**src/rtl/mem_port_arbiter_if.sv**
```systemverilog
// Bundle of requester, memory and status signals around the shared memory port.
// The arbiter connects through the slave modport; requesters and memory use master.
interface mem_port_arbiter_if #(
  parameter int ADDR_W = 26,
  parameter int DATA_W = 32
);
  logic              IF_REQ;
  logic [ADDR_W-1:0] IF_ADDR;
  logic              IF_GNT;
  logic              IF_DONE;
  logic [DATA_W-1:0] IF_RDATA;

  logic              D_REQ;
  logic              D_WE;
  logic [ADDR_W-1:0] D_ADDR;
  logic [DATA_W-1:0] D_WDATA;
  logic              D_GNT;
  logic              D_DONE;
  logic [DATA_W-1:0] D_RDATA;

  logic [ADDR_W-1:0] MEM_ADDR;
  logic [DATA_W-1:0] MEM_WDATA;
  logic              MEM_READ;
  logic              MEM_WRITE;
  logic [DATA_W-1:0] MEM_RDATA;
  logic              BUSY;

  modport slave (
    input  IF_REQ, IF_ADDR, D_REQ, D_WE, D_ADDR, D_WDATA, MEM_RDATA,
    output IF_GNT, IF_DONE, IF_RDATA, D_GNT, D_DONE, D_RDATA,
    output MEM_ADDR, MEM_WDATA, MEM_READ, MEM_WRITE, BUSY
  );

  modport master (
    output IF_REQ, IF_ADDR, D_REQ, D_WE, D_ADDR, D_WDATA, MEM_RDATA,
    input  IF_GNT, IF_DONE, IF_RDATA, D_GNT, D_DONE, D_RDATA,
    input  MEM_ADDR, MEM_WDATA, MEM_READ, MEM_WRITE, BUSY
  );
endinterface

```
**src/rtl/mem_port_arbiter.sv**
```systemverilog
// Round-robin arbiter sharing one fixed-latency memory port between instruction
// fetch and the data path; every output is registered.
module mem_port_arbiter #(
  parameter int ADDR_W      = 26,
  parameter int DATA_W      = 32,
  parameter int WAIT_CYCLES = 2
) (
  input logic                  CLK,
  input logic                  RST,
  mem_port_arbiter_if.slave    bus
);
  typedef enum logic [1:0] {S_IDLE, S_ACCESS, S_DONE} state_t;

  localparam logic [7:0] LP_CNT_LOAD = 8'(WAIT_CYCLES - 1);

  state_t            r_state;
  state_t            w_next;
  logic [7:0]        r_cnt;
  logic              r_owner_d;
  logic              r_we;
  logic              r_last_d;
  logic              r_if_gnt;
  logic              r_d_gnt;
  logic              r_if_done;
  logic              r_d_done;
  logic              r_mem_read;
  logic              r_mem_write;
  logic              r_busy;
  logic [ADDR_W-1:0] r_mem_addr;
  logic [DATA_W-1:0] r_mem_wdata;
  logic [DATA_W-1:0] r_if_rdata;
  logic [DATA_W-1:0] r_d_rdata;
  logic              w_any_req;
  logic              w_pick_d;
  logic              w_cnt_zero;

  // On a tie the side that was not served last wins.
  assign w_any_req  = bus.IF_REQ | bus.D_REQ;
  assign w_pick_d   = bus.D_REQ & (~bus.IF_REQ | ~r_last_d);
  assign w_cnt_zero = (r_cnt == 8'd0);

  always_ff @(posedge CLK or negedge RST) begin
    if (!RST) r_state <= S_IDLE;
    else      r_state <= w_next;
  end

  always_comb begin
    w_next = r_state;
    case (r_state)
      S_IDLE:   if (w_any_req) w_next = S_ACCESS;
      S_ACCESS: if (w_cnt_zero) w_next = S_DONE;
      S_DONE:   w_next = S_IDLE;
      default:  w_next = S_IDLE;
    endcase
  end

  always_ff @(posedge CLK or negedge RST) begin
    if (!RST) begin
      r_cnt       <= 8'd0;
      r_owner_d   <= 1'b0;
      r_we        <= 1'b0;
      r_last_d    <= 1'b1;
      r_if_gnt    <= 1'b0;
      r_d_gnt     <= 1'b0;
      r_if_done   <= 1'b0;
      r_d_done    <= 1'b0;
      r_mem_read  <= 1'b0;
      r_mem_write <= 1'b0;
      r_busy      <= 1'b0;
      r_mem_addr  <= '0;
      r_mem_wdata <= '0;
      r_if_rdata  <= '0;
      r_d_rdata   <= '0;
    end else begin
      r_if_gnt  <= 1'b0;
      r_d_gnt   <= 1'b0;
      r_if_done <= 1'b0;
      r_d_done  <= 1'b0;
      r_busy    <= (w_next != S_IDLE);
      case (r_state)
        S_IDLE: begin
          if (w_any_req) begin
            r_owner_d   <= w_pick_d;
            r_we        <= w_pick_d & bus.D_WE;
            r_mem_addr  <= w_pick_d ? bus.D_ADDR : bus.IF_ADDR;
            if (w_pick_d) r_mem_wdata <= bus.D_WDATA;
            r_cnt       <= LP_CNT_LOAD;
            r_if_gnt    <= ~w_pick_d;
            r_d_gnt     <= w_pick_d;
            r_mem_read  <= ~(w_pick_d & bus.D_WE);
            r_mem_write <= w_pick_d & bus.D_WE;
          end
        end
        S_ACCESS: begin
          // Read data is taken at the edge that closes the last strobe cycle.
          if (w_cnt_zero) begin
            r_mem_read  <= 1'b0;
            r_mem_write <= 1'b0;
            r_if_done   <= ~r_owner_d;
            r_d_done    <= r_owner_d;
            r_last_d    <= r_owner_d;
            if (!r_we) begin
              if (r_owner_d) r_d_rdata  <= bus.MEM_RDATA;
              else           r_if_rdata <= bus.MEM_RDATA;
            end
          end else begin
            r_cnt <= r_cnt - 8'd1;
          end
        end
        default: ;
      endcase
    end
  end

  assign bus.IF_GNT    = r_if_gnt;
  assign bus.IF_DONE   = r_if_done;
  assign bus.IF_RDATA  = r_if_rdata;
  assign bus.D_GNT     = r_d_gnt;
  assign bus.D_DONE    = r_d_done;
  assign bus.D_RDATA   = r_d_rdata;
  assign bus.MEM_ADDR  = r_mem_addr;
  assign bus.MEM_WDATA = r_mem_wdata;
  assign bus.MEM_READ  = r_mem_read;
  assign bus.MEM_WRITE = r_mem_write;
  assign bus.BUSY      = r_busy;
endmodule
```
**src/flat_wrapper.sv**
```systemverilog
// flat-port wrapper written by rule: the top's interface ports become plain ports
module mem_port_arbiter_flat 
#(
  parameter int ADDR_W      = 26,
  parameter int DATA_W      = 32,
  parameter int WAIT_CYCLES = 2
)
  (CLK, RST, bus_IF_REQ, bus_IF_ADDR, bus_D_REQ, bus_D_WE, bus_D_ADDR, bus_D_WDATA, bus_MEM_RDATA, bus_IF_GNT, bus_IF_DONE, bus_IF_RDATA, bus_D_GNT, bus_D_DONE, bus_D_RDATA, bus_MEM_ADDR, bus_MEM_WDATA, bus_MEM_READ, bus_MEM_WRITE, bus_BUSY);
  mem_port_arbiter_if #(.ADDR_W(ADDR_W), .DATA_W(DATA_W)) bus_i ();
  input logic CLK;
  input logic RST;
  input wire logic [$bits(bus_i.IF_REQ)-1:0] bus_IF_REQ;
  input wire logic [$bits(bus_i.IF_ADDR)-1:0] bus_IF_ADDR;
  input wire logic [$bits(bus_i.D_REQ)-1:0] bus_D_REQ;
  input wire logic [$bits(bus_i.D_WE)-1:0] bus_D_WE;
  input wire logic [$bits(bus_i.D_ADDR)-1:0] bus_D_ADDR;
  input wire logic [$bits(bus_i.D_WDATA)-1:0] bus_D_WDATA;
  input wire logic [$bits(bus_i.MEM_RDATA)-1:0] bus_MEM_RDATA;
  output wire logic [$bits(bus_i.IF_GNT)-1:0] bus_IF_GNT;
  output wire logic [$bits(bus_i.IF_DONE)-1:0] bus_IF_DONE;
  output wire logic [$bits(bus_i.IF_RDATA)-1:0] bus_IF_RDATA;
  output wire logic [$bits(bus_i.D_GNT)-1:0] bus_D_GNT;
  output wire logic [$bits(bus_i.D_DONE)-1:0] bus_D_DONE;
  output wire logic [$bits(bus_i.D_RDATA)-1:0] bus_D_RDATA;
  output wire logic [$bits(bus_i.MEM_ADDR)-1:0] bus_MEM_ADDR;
  output wire logic [$bits(bus_i.MEM_WDATA)-1:0] bus_MEM_WDATA;
  output wire logic [$bits(bus_i.MEM_READ)-1:0] bus_MEM_READ;
  output wire logic [$bits(bus_i.MEM_WRITE)-1:0] bus_MEM_WRITE;
  output wire logic [$bits(bus_i.BUSY)-1:0] bus_BUSY;
  assign bus_i.IF_REQ = bus_IF_REQ;
  assign bus_i.IF_ADDR = bus_IF_ADDR;
  assign bus_i.D_REQ = bus_D_REQ;
  assign bus_i.D_WE = bus_D_WE;
  assign bus_i.D_ADDR = bus_D_ADDR;
  assign bus_i.D_WDATA = bus_D_WDATA;
  assign bus_i.MEM_RDATA = bus_MEM_RDATA;
  assign bus_IF_GNT = bus_i.IF_GNT;
  assign bus_IF_DONE = bus_i.IF_DONE;
  assign bus_IF_RDATA = bus_i.IF_RDATA;
  assign bus_D_GNT = bus_i.D_GNT;
  assign bus_D_DONE = bus_i.D_DONE;
  assign bus_D_RDATA = bus_i.D_RDATA;
  assign bus_MEM_ADDR = bus_i.MEM_ADDR;
  assign bus_MEM_WDATA = bus_i.MEM_WDATA;
  assign bus_MEM_READ = bus_i.MEM_READ;
  assign bus_MEM_WRITE = bus_i.MEM_WRITE;
  assign bus_BUSY = bus_i.BUSY;
  mem_port_arbiter #(.ADDR_W(ADDR_W), .DATA_W(DATA_W), .WAIT_CYCLES(WAIT_CYCLES)) u_core (.CLK(CLK), .RST(RST), .bus(bus_i));
endmodule
```
**config.mk**
```make
export PLATFORM = sky130hd
export DESIGN_NAME = mem_port_arbiter_flat
export DESIGN_NICKNAME = d
export VERILOG_FILES = /design/src/rtl/mem_port_arbiter_if.sv /design/src/rtl/mem_port_arbiter.sv /design/src/flat_wrapper.sv
export SDC_FILE = /design/constraint.sdc
export NUM_CORES = 1
export LEC_CHECK = 0
export CAP_MARGIN = 0
export CORE_ASPECT_RATIO = 0.75
export CORE_MARGIN = 5
export CORE_UTILIZATION = 45
export CTS_CLUSTER_DIAMETER = 100
export DETAILED_ROUTE_END_ITERATION = 8
export PLACE_DENSITY = 0.95
export SLEW_MARGIN = 15
export SYNTH_ARGS = -nofsm -noshare
export SYNTH_HDL_FRONTEND = slang
export SYNTH_SLANG_ARGS = --single-unit
```
**constraint.sdc**
```tcl
create_clock -name CLK -period 5 [get_ports CLK]
set_input_delay 1 -clock CLK [delete_from_list [all_inputs] [get_ports CLK]]
set_output_delay 1 -clock CLK [all_outputs]
set_load 0.03 [all_outputs]
```
==> reports/metrics.yaml, run 1 <==
place.detailed.hpwl_mm: 12.1
synth.distinct_cells: 37
cts_tree: "done"
pin_count: 250
grt_overflow: 0
r2r_slack_ns: 2.39
die-area_um2: 15200
cts_max_level: 4
gp_congestion: 0.794
core-area_um2: 12400
hold_viol_final: 0
grt-busiest-layer: "met2"
drt_iter0_drc: 236
async_flop_share_pct: 100
synthFlopType: "dfrtp_1"
met2_usage_pct: 38.5
viasPerCell: 5.20
fp.dieW_um: 141
seq_area_frac_synth_pct: 61.7
critPathKind: "input port to register"
setup-violations-final: 0
grt_pass1_vias: 4810
max_slew.worst_pin.slew_ns: 1.10
syn_inst: 382
drive_gt1_share_pct: 22.1
area_growth_pct: 57.3
io_buffer_count: 249
slew_violations: 0
ir_worst_vdd_mv: 0.526
synth_nets: 504
drtAntennaViolNets: 0
layout.nets: 755
holdCritStartpoint: "u_core.bus.IF_RDATA[7]$_DFFE_PN0P_"
cts_buffer_depth: 2
crit_fanout: 41
grt_first_pass_wirelength_mm: 26.3
synth_area_leaders: "dfrtp_1 61%, mux2_2 13%, mux2_4 7.8%"
cts_post_setup_buffers_inserted: 0
maxSlewHeadroom_pct: 26.8
synth-edff-count: 0
avgSynthCellArea_um2: 15.1
numClockSinks: 142
drv_cap: 0
fmax_mhz: 355
start_kind: "input port"
grt_max_degree: 110
synth_top_area_share_pct: 61.3
post_drt_wl_per_cell_um: 20.1
end_kind: "register"
synth_seq_cells: 142
cts-hold-fix-buffers: 0
die_h_um: 108
ctsResizeCount: 0
netlist_area_um2: 5760
antennaDiodeCount: 0
yosys.cell_count.top_type: "dfrtp_1"
routed_wl_mm: 16.4
min_path_cells: 1
rr_endpoint: "u_core.bus.D_RDATA[31]$_DFFE_PN0P_"
grt_usage_pct: 22.0
cts-buffers-inserted: 17
crit_arrival_ns: 3.10
synth_commonest_cells: "141 x dfrtp_1, 68 x mux2_2, 30 x mux2_4, 25 x a221o_1, 25 x o21a_1"
cp.required_ns: 5.29
min_path_type: "register to register"
tns_ns: 0
status: "completed"
period_minus_slack_ns: 2.82
rsz0062_at_grt: "false"
use_met3_pct: 8.09
dr.pass1.iters: 4
use_met1_pct: 25.4
p_leak_uw: 0.00384
start_util_pct: 46.5
fin_crit_sh_pct: 56.4
root_buffer: "clkbuf_16"
skew_ns: 0.0189
yosysWarnings: 0
vias: 4219
holdPathEnd: "u_core.bus.IF_RDATA[7]$_DFFE_PN0P_"
worst_skew_pair.late_latency_ns: 0.41
antenna_found_initial: 0
reg2reg_from: "u_core.r_cnt[0]$_DFFE_PN0P_"
final_util_pct: 73.1
route.detailed.drc: 0
p_per_area_nw_per_um2: 749
clk_pin_slew_worst_paths_ns: 0.06
yosys.area.top_type: "dfrtp_1"
row_count: 35
r2r_cells: 6
==> cell usage in the layout, fill, tap and decap left out, types with 6 or more instances in the layout <==
cell and n:
clkbuf_16 17, o21ai_0 17, mux2_2 68, o21a_1 25
a221o_1 25, mux2_4 30, dfrtp_1 141, clkdlybuf4s50_1 248
nor2_1 6, buf_4 7
==> cell families after synthesis <==
family	count (synthesis)	synth area share (%)
buffers and inverters	27	2.19
flip-flops	142	61.7
adder cells (fa/ha/maj)	1	0.217
multiplexers	103	22.0
AND/OR/NAND/NOR	33	3.61
AO/OA/AOI/OAI	76	10.3
==> flip-flops by register name (all words and copies together), names as in the netlist, 2 cells and up <==
name and cells:
u_core.bus.D_RDATA 32, u_core.bus.IF_RDATA 32, u_core.bus.MEM_ADDR 26, u_core.bus.MEM_WDATA 32, u_core.r_cnt 8, u_core.r_state 2
==> layer usage <==
metal  vias up  share of wire, %
met5         -                 0
met1      2118                39
met2       161                53
met4         0               1.8
met3        22               6.9
li1       1918                 -
==> power breakdown <==
group          switching [µW]  internal [µW]
Combinational            1790           1590
Clock                     463            913
Sequential                328           1710
==> how the worst max path moves through the flow <==
stage / from / to / slack (ns) / depth (start not counted)
after detailed placement: bus_D_REQ / u_core.bus.MEM_ADDR[21]$_DFFE_PN0P_ / 1.75 / 5
after CTS: bus_D_REQ / u_core.bus.MEM_WDATA[2]$_DFFE_PN0P_ / 2.17 / 4
final: bus_D_REQ / u_core.bus.MEM_WDATA[2]$_DFFE_PN0P_ / 2.18 / 4
after global placement: bus_D_REQ / u_core.bus.MEM_WDATA[26]$_DFFE_PN0P_ / 1.86 / 4
after floorplan: bus_D_REQ / u_core.bus.MEM_WDATA[10]$_DFFE_PN0P_ / 2.74 / 4
after global routing: bus_D_REQ / u_core.bus.MEM_ADDR[16]$_DFFE_PN0P_ / 2.01 / 5
==> layout make-up <==
| class | count | area [µm²] |
|---|---|---|
| Clock buffer | 22 | 464 |
| Timing Repair Buffer | 256 | 2550 |
| Inverter | 3 | 11.3 |
| Multi-Input combinational cell | 213 | 2090 |
| Sequential cell | 142 | 3550 |
| Clock inverter | 10 | 185 |
| Tap cell | 166 | 208 |
| Fill cell | 820 | 3340 |
==> worst max-delay path, cell delays in order <==
cell,delay [ns]
clkdlybuf4s50_1,0.53
a21bo_2,0.29
nor2_4,0.82
mux2_2,0.44
==> metrics by stage <==
step / total power, µW / worst slack (ns) / area, µm² / std cells / hold slack (ns)
after floorplan: 3980 / 2.74 / 5760 / 382 / 0.468
after CTS: 6840 / 2.17 / 9060 / 812 / 0.507
after detailed placement: 5430 / 1.75 / 8410 / 780 / 0.494
final: 6780 / 2.18 / 9060 / 812 / 0.502
after global placement: 5300 / 1.86 / 8410 / 780 / 0.487
after global routing: 7120 / 2.01 / 9060 / 812 / 0.524
Note: power is estimated with default switching activity, not from simulation.
==> run 2: changes to the inputs <==
Settings changed: CORE_UTILIZATION 45 to 38, PLACE_DENSITY 0.95 to 0.88.
Clock period 5 ns to 2.4 ns, I/O delays scaled along.
==> run 2 against run 1 <==
Against the previous run: die area is 17% higher; sequential power is 110% higher; global-route usage is 3.6 points lower; clock power is 81% higher; register-to-register slack worse by 2.3 ns; non-clock buffer count is 3 higher; routed wire length is 0.23% higher; critical endpoint is now u_core.bus.D_RDATA[30]$_DFFE_PN0P_; highest routed layer unchanged.
==> reports/metrics.yaml, run 2 (synthesis results as in run 1) <==
core-area_um2: 15000  # was 12,400 µm²
hold_viol_final: 0  # unchanged
reg2reg_from: "u_core.r_cnt[4]$_DFFE_PN0P_"  # was u_core.r_cnt[0]$_DFFE_PN0P_
crit_arrival_ns: 2.56  # was 3.10 ns
drt_iter0_drc: 212  # was 236
maxSlewHeadroom_pct: 56.6  # was 26.8%
grt_overflow: 0  # unchanged
endpoint: "u_core.bus.D_RDATA[30]$_DFFE_PN0P_"  # was u_core.bus.MEM_WDATA[2]$_DFFE_PN0P_
worst-path-stages: 4  # unchanged
start_util_pct: 38.3  # was 46.5%
area_growth_pct: 58.0  # was 57.3%
rr_endpoint: "u_core.bus.D_RDATA[30]$_DFFE_PN0P_"  # was u_core.bus.D_RDATA[31]$_DFFE_PN0P_
r2r_cells: 4  # was 6
skew_ns: 0.0115  # was 0.0189 ns
cts_max_level: 4  # unchanged
fin_crit_sh_pct: 94.3
max_stage_delay_ns: 0.70  # was 0.82 ns
setup-violations-final: 0  # unchanged
die-area_um2: 17700  # was 15,200 µm²
layout.nets: 758  # was 755
final_cell_mix: "248 x clkdlybuf4s50_1, 141 x dfrtp_1, 68 x mux2_2"  # unchanged
grt_pass1_vias: 4792  # was 4,810
post_drt_wl_per_cell_um: 19.2  # was 20.1 µm
end_kind: "register"  # unchanged
rsz0062_at_grt: "false"  # unchanged
io_buffer_count: 249  # unchanged
start_kind: "register"  # was input port
clock_power_share_pct: 18.1  # was 20.3%
p_per_area_nw_per_um2: 1520  # was 749 nW/µm²
crit_fanout: 16  # was 41
min_path_type: "input port to async pin"  # was register to register
drtAntennaViolNets: 0  # unchanged
cts_tree: "done"  # unchanged
antennaDiodeCount: 0  # unchanged
cp.required_ns: 2.70  # was 5.29 ns
vias: 4266  # was 4,219
crit_path_cell_trace: "or4_1 > nor4_4 > clkbuf_16 > mux2_2"  # was clkdlybuf4s50_1 > a21bo_2 > nor2_4 > mux2_2
cp_slowest_cell: "or4_1"  # was nor2_4
cts_buffer_depth: 2  # unchanged
worst_slack_ns: 0.136  # was 2.18 ns
r2r_slack_ns: 0.14  # was 2.39 ns
crit_start: "u_core.r_cnt[4]$_DFFE_PN0P_"  # was bus_D_REQ
period_minus_slack_ns: 2.26
root_buffer: "clkbuf_16"  # unchanged
slew_violations: 0  # unchanged
max_slew.worst_pin.slew_ns: 0.645  # was 1.10 ns
p_leak_uw: 0.00383  # was 0.00384 µW
row_count: 39  # was 35
p_comb_share_pct: 51.2  # was 49.8%
cts-buffers-inserted: 17  # unchanged
switching_share_pct: 39.1  # was 38.0%
power_frac_seq_pct: 30.7  # was 30.0%
grt_max_degree: 69  # was 110
critPathKind: "register to register"  # was input port to register
p_int_uw: 8420  # was 4200 µW
tns_ns: 0  # unchanged
final_common_cell: "clkdlybuf4s50_1"  # unchanged
viasPerCell: 5.00  # was 5.20
fp.dieW_um: 152  # was 141 µm
dp_slack_ns: 0.0772  # was 1.75 ns
ir_worst_vdd_mv: 0.856  # was 0.526 mV
status: "completed"  # unchanged
cp.buffers_inverters: 1  # unchanged
die_h_um: 117  # was 108 µm
worst_skew_pair.late_latency_ns: 0.42  # was 0.41 ns
grt_usage_pct: 18.4  # was 22.0%
drive_gt1_share_pct: 22.2  # was 22.1%
pin_count: 250  # unchanged
antenna_found_initial: 0  # unchanged
clk_pin_slew_worst_paths_ns: 0.06  # about the same
drv_cap: 0  # unchanged
gp_congestion: 0.817  # was 0.794
critPathTopFamily: "simple AND/OR/NAND/NOR gates"  # unchanged
dr.pass1.iters: 4  # unchanged
route.detailed.drc: 0  # unchanged
numClockSinks: 142  # unchanged
p_sw_uw: 5410  # was 2580 µW
grt_first_pass_wirelength_mm: 26.0  # was 26.3 mm
fmax_mhz: 442
place.detailed.hpwl_mm: 12.1  # about the same
routed_wl_mm: 16.4  # about the same
fin_hold_ws_ns: 0.0432  # was 0.502 ns
[run 2: layout make-up]
class	count	area, µm²
Clock buffer	21	440
Clock inverter	10	118
Fill cell	1163	5930
Inverter	3	11.3
Multi-Input combinational cell	213	2090
Sequential cell	142	3550
Tap cell	205	256
Timing Repair Buffer	259	2630
[run 2: power groups by stage]
stage / Sequential (µW) / Clock [µW] / Combinational, µW
finish: 4240 / 2500 / 7080
global route: 4400 / 2680 / 7450
CTS: 4250 / 2560 / 7140
detailed placement: 4260 / 0 / 7110
global placement: 4170 / 0 / 6940
floorplan: 6250 / 0 / 2050
[run 2: worst min-delay path by stage]
| stage | endpoint | slack, ns | cells after the start |
|---|---|---|---|
| after floorplan | u_core.bus.BUSY$_DFF_PN0_ | 0.18 | 0 |
| after global placement | u_core.bus.IF_RDATA[7]$_DFFE_PN0P_ | 0.49 | 1 |
| after detailed placement | u_core.bus.D_RDATA[27]$_DFFE_PN0P_ | 0.49 | 1 |
| after CTS | u_core.bus.MEM_ADDR[20]$_DFFE_PN0P_ | 0.08 | 1 |
| after global routing | u_core.bus.MEM_ADDR[20]$_DFFE_PN0P_ | 0.09 | 1 |
| final | u_core.bus.MEM_ADDR[20]$_DFFE_PN0P_ | 0.04 | 1 |
[run 2: repair_timing]
| action | CTS | global route |
|---|---|---|
| gates resized for setup | 0 | 2 |
| endpoints found under the setup margin | 0 | 4 |
| setup buffers | 0 | 0 |
| hold buffers | 0 | 0 |
[run 2: metrics by stage]
| stage | instances | power (µW) | instance area, µm² | util, % |
|---|---|---|---|---|
| finish | 853 | 13800 | 9100 | 60.5 |
| CTS | 852 | 13900 | 9080 | 60.4 |
| detailed placement | 821 | 11400 | 8520 | 56.7 |
| global route | 853 | 14500 | 9100 | 60.5 |
| global placement | 821 | 11100 | 8520 | 56.7 |
| floorplan | 382 | 8300 | 5760 | - |
[run 2: per-layer routing]
layer | part of all wire, % | GRT usage, % | wire [µm]
met1 | 38 | 21.0 | 6310
met2 | 51 | 31.1 | 8370
met3 | 8.7 | 8.89 | 1430
met4 | 1.8 | 6.11 | 289
met5 | 0 | 0 | 0
==> run 3: changes to the inputs <==
Settings changed: CORE_UTILIZATION 38 to 45, PLACE_DENSITY 0.88 to 0.95, TNS_END_PERCENT set to 10.
Clock period 2.4 ns to 2.7 ns, I/O delays scaled along.
==> run 3 against run 2 <==
Against the previous run: global-route usage up 3.5 points; sequential power is 11% lower; clock power shrank 4%; register-to-register slack improved by 0.27 ns; final cell count shrank 4.7%; power shrank 9.7%; via count increased by 1.2%; final area decreased by 0.18%; critical path depth up 2; hold slack improved by 0.078 ns; routed wire length is 1.0% higher; die area shrank 14%; highest routed layer unchanged.
==> reports/metrics.yaml, run 3 (synthesis results as in run 1) <==
status: "completed"  # unchanged
clk_pin_slew_worst_paths_ns: 0.06  # about the same
worst-path-stages: 6  # was 4
die-area_um2: 15200  # was 17,700 µm²
antennaDiodeCount: 0  # unchanged
crit_fanout: 32  # was 16
cts-buffers-inserted: 17  # unchanged
grt-busiest-layer: "met2"  # unchanged
maxSlewHeadroom_pct: 51.4  # was 56.6%
p_leak_uw: 0.00386  # was 0.00383 µW
grt_first_pass_wirelength_mm: 25.9  # was 26.0 mm
cts_post_setup_buffers_inserted: 0  # unchanged
fillCellCount: 790  # was 1,163
grt_pass1_vias: 4853  # was 4,792
row_count: 35  # was 39
min_path_type: "input port to async pin"  # unchanged
crit_arrival_ns: 2.58  # was 2.56 ns
final_cell_mix: "248 x clkdlybuf4s50_1, 141 x dfrtp_1, 68 x mux2_2"  # unchanged
skew_ns: 0.00962  # was 0.0115 ns
fin_area_um2: 9080  # was 9100 µm²
fmax_mhz: 436  # was 442 MHz
cts_buffer_depth: 2  # unchanged
cts_tree: "done"  # unchanged
dr.pass1.iters: 5  # was 4
core-area_um2: 12400  # was 15,000 µm²
final_common_cell: "clkdlybuf4s50_1"  # unchanged
drv_cap: 0  # unchanged
cp.required_ns: 2.99  # was 2.70 ns
worst_skew_pair.late_latency_ns: 0.40  # was 0.42 ns
die_h_um: 108  # was 117 µm
critPathTopFamily: "simple AND/OR/NAND/NOR gates"  # unchanged
antenna_found_initial: 0  # unchanged
cp_slowest_cell: "or3b_1"  # was or4_1
final_util_pct: 73.3  # was 60.5%
start_util_pct: 46.5  # was 38.3%
numClockSinks: 142  # unchanged
grt_max_degree: 70  # was 69
p_per_area_nw_per_um2: 1380  # was 1520 nW/µm²
critPathKind: "register to register"  # unchanged
io_buffer_count: 249  # unchanged
routed_wl_mm: 16.6  # was 16.4 mm
use_met1_pct: 24.3  # was 21.0%
ctsResizeCount: 0  # unchanged
route.detailed.drc: 0  # unchanged
use_met3_pct: 8.66  # was 8.89%
cts_max_level: 4  # unchanged
ir_worst_vdd_mv: 0.872  # was 0.856 mV
slew_violations: 0  # unchanged
tns_ns: 0  # unchanged
grt_usage_pct: 21.9  # was 18.4%
rsz0062_at_grt: "false"  # unchanged
p_total_uw: 12500  # was 13,800 µW
gp_congestion: 0.766  # was 0.817
crit_path_cell_trace: "inv_1 > ha_1 > or3b_1 > nor4_4 > buf_12 > mux2_2"  # was or4_1 > nor4_4 > clkbuf_16 > mux2_2
drt_iter0_drc: 276  # was 212
cp.buffers_inverters: 2  # was 1
place.detailed.hpwl_mm: 12.4  # was 12.1 mm
grt_overflow: 0  # unchanged
vias: 4318  # was 4,266
met2_usage_pct: 38.0  # was 31.1%
postPlaceCellArea_um2: 8470  # was 8520 µm²
fp.dieW_um: 141  # was 152 µm
start_kind: "register"  # unchanged
cts-hold-fix-buffers: 0  # unchanged
post_drt_wl_per_cell_um: 20.4  # was 19.2 µm
drtAntennaViolNets: 0  # unchanged
period_minus_slack_ns: 2.29  # was 2.26 ns
max_stage_delay_ns: 0.48  # was 0.70 ns
root_buffer: "clkbuf_16"  # unchanged
layout.nets: 759  # was 758
setup-violations-final: 0  # unchanged
max_slew.worst_pin.slew_ns: 0.721  # was 0.645 ns
end_kind: "register"  # unchanged
fin_crit_sh_pct: 84.9  # was 94.3%
drive_gt1_share_pct: 22.7  # was 22.2%
area_growth_pct: 57.7  # was 58.0%
viasPerCell: 5.31  # was 5.00
r2r_cells: 6  # was 4
pin_count: 250  # unchanged
hold_viol_final: 0  # unchanged
-- run 3: worst register-to-register path: stages, from the launching register on --
cell and delay [ns]:
dfrtp_1 0.38, inv_1 0.09, ha_1 0.20, or3b_1 0.48, nor4_4 0.34, buf_12 0.29, mux2_2 0.40
-- run 3: power breakdown --
group	switching [µW]	internal, µW	total [µW]
Sequential	609	3160	3770
Clock	852	1550	2410
Combinational	3350	2970	6320
-- run 3: routing by layer --
| metal | wire (µm) | vias up |
|---|---|---|
| li1 | - | 1922 |
| met1 | 6030 | 2168 |
| met2 | 8640 | 183 |
| met3 | 1330 | 45 |
| met4 | 566 | 0 |
| met5 | 0 | - |
-- run 3: final timing paths --
check                           slack [ns]                          startpoint                                   to
worst min-delay path                  0.12                                 RST  u_core.bus.MEM_ADDR[19]$_DFFE_PN0P_
worst min register to register        0.50  u_core.bus.IF_RDATA[8]$_DFFE_PN0P_   u_core.bus.IF_RDATA[8]$_DFFE_PN0P_
worst max register to register        0.41         u_core.r_cnt[0]$_DFFE_PN0P_   u_core.bus.D_RDATA[31]$_DFFE_PN0P_
min in group CLK                      0.50  u_core.bus.IF_RDATA[8]$_DFFE_PN0P_   u_core.bus.IF_RDATA[8]$_DFFE_PN0P_
max in group asynchronous             1.85                                 RST   u_core.bus.MEM_ADDR[9]$_DFFE_PN0P_
worst max-delay path                  0.41         u_core.r_cnt[0]$_DFFE_PN0P_   u_core.bus.D_RDATA[31]$_DFFE_PN0P_
-- run 3: per-stage QoR --
stage          std cells  hold WS, ns  setup WS, ns
2_1_floorplan        382        0.244         0.549
3_3_place_gp         784        0.488         0.407
3_5_place_dp         784        0.492         0.348
4_1_cts              813        0.156         0.417
5_1_grt              813        0.174         0.325
6_report             813        0.122         0.409
-- run 3: cell type report --
class	instances	area, µm²	share of cell area, %
sequential	142	3550	39.1
timing repair buffer	260	2610	28.8
multi-input combinational	213	2090	23.0
clock buffer	18	439	4.84
tap	166	208	2.29
clock inverter	11	169	1.86
inverter	3	11.3	0.124
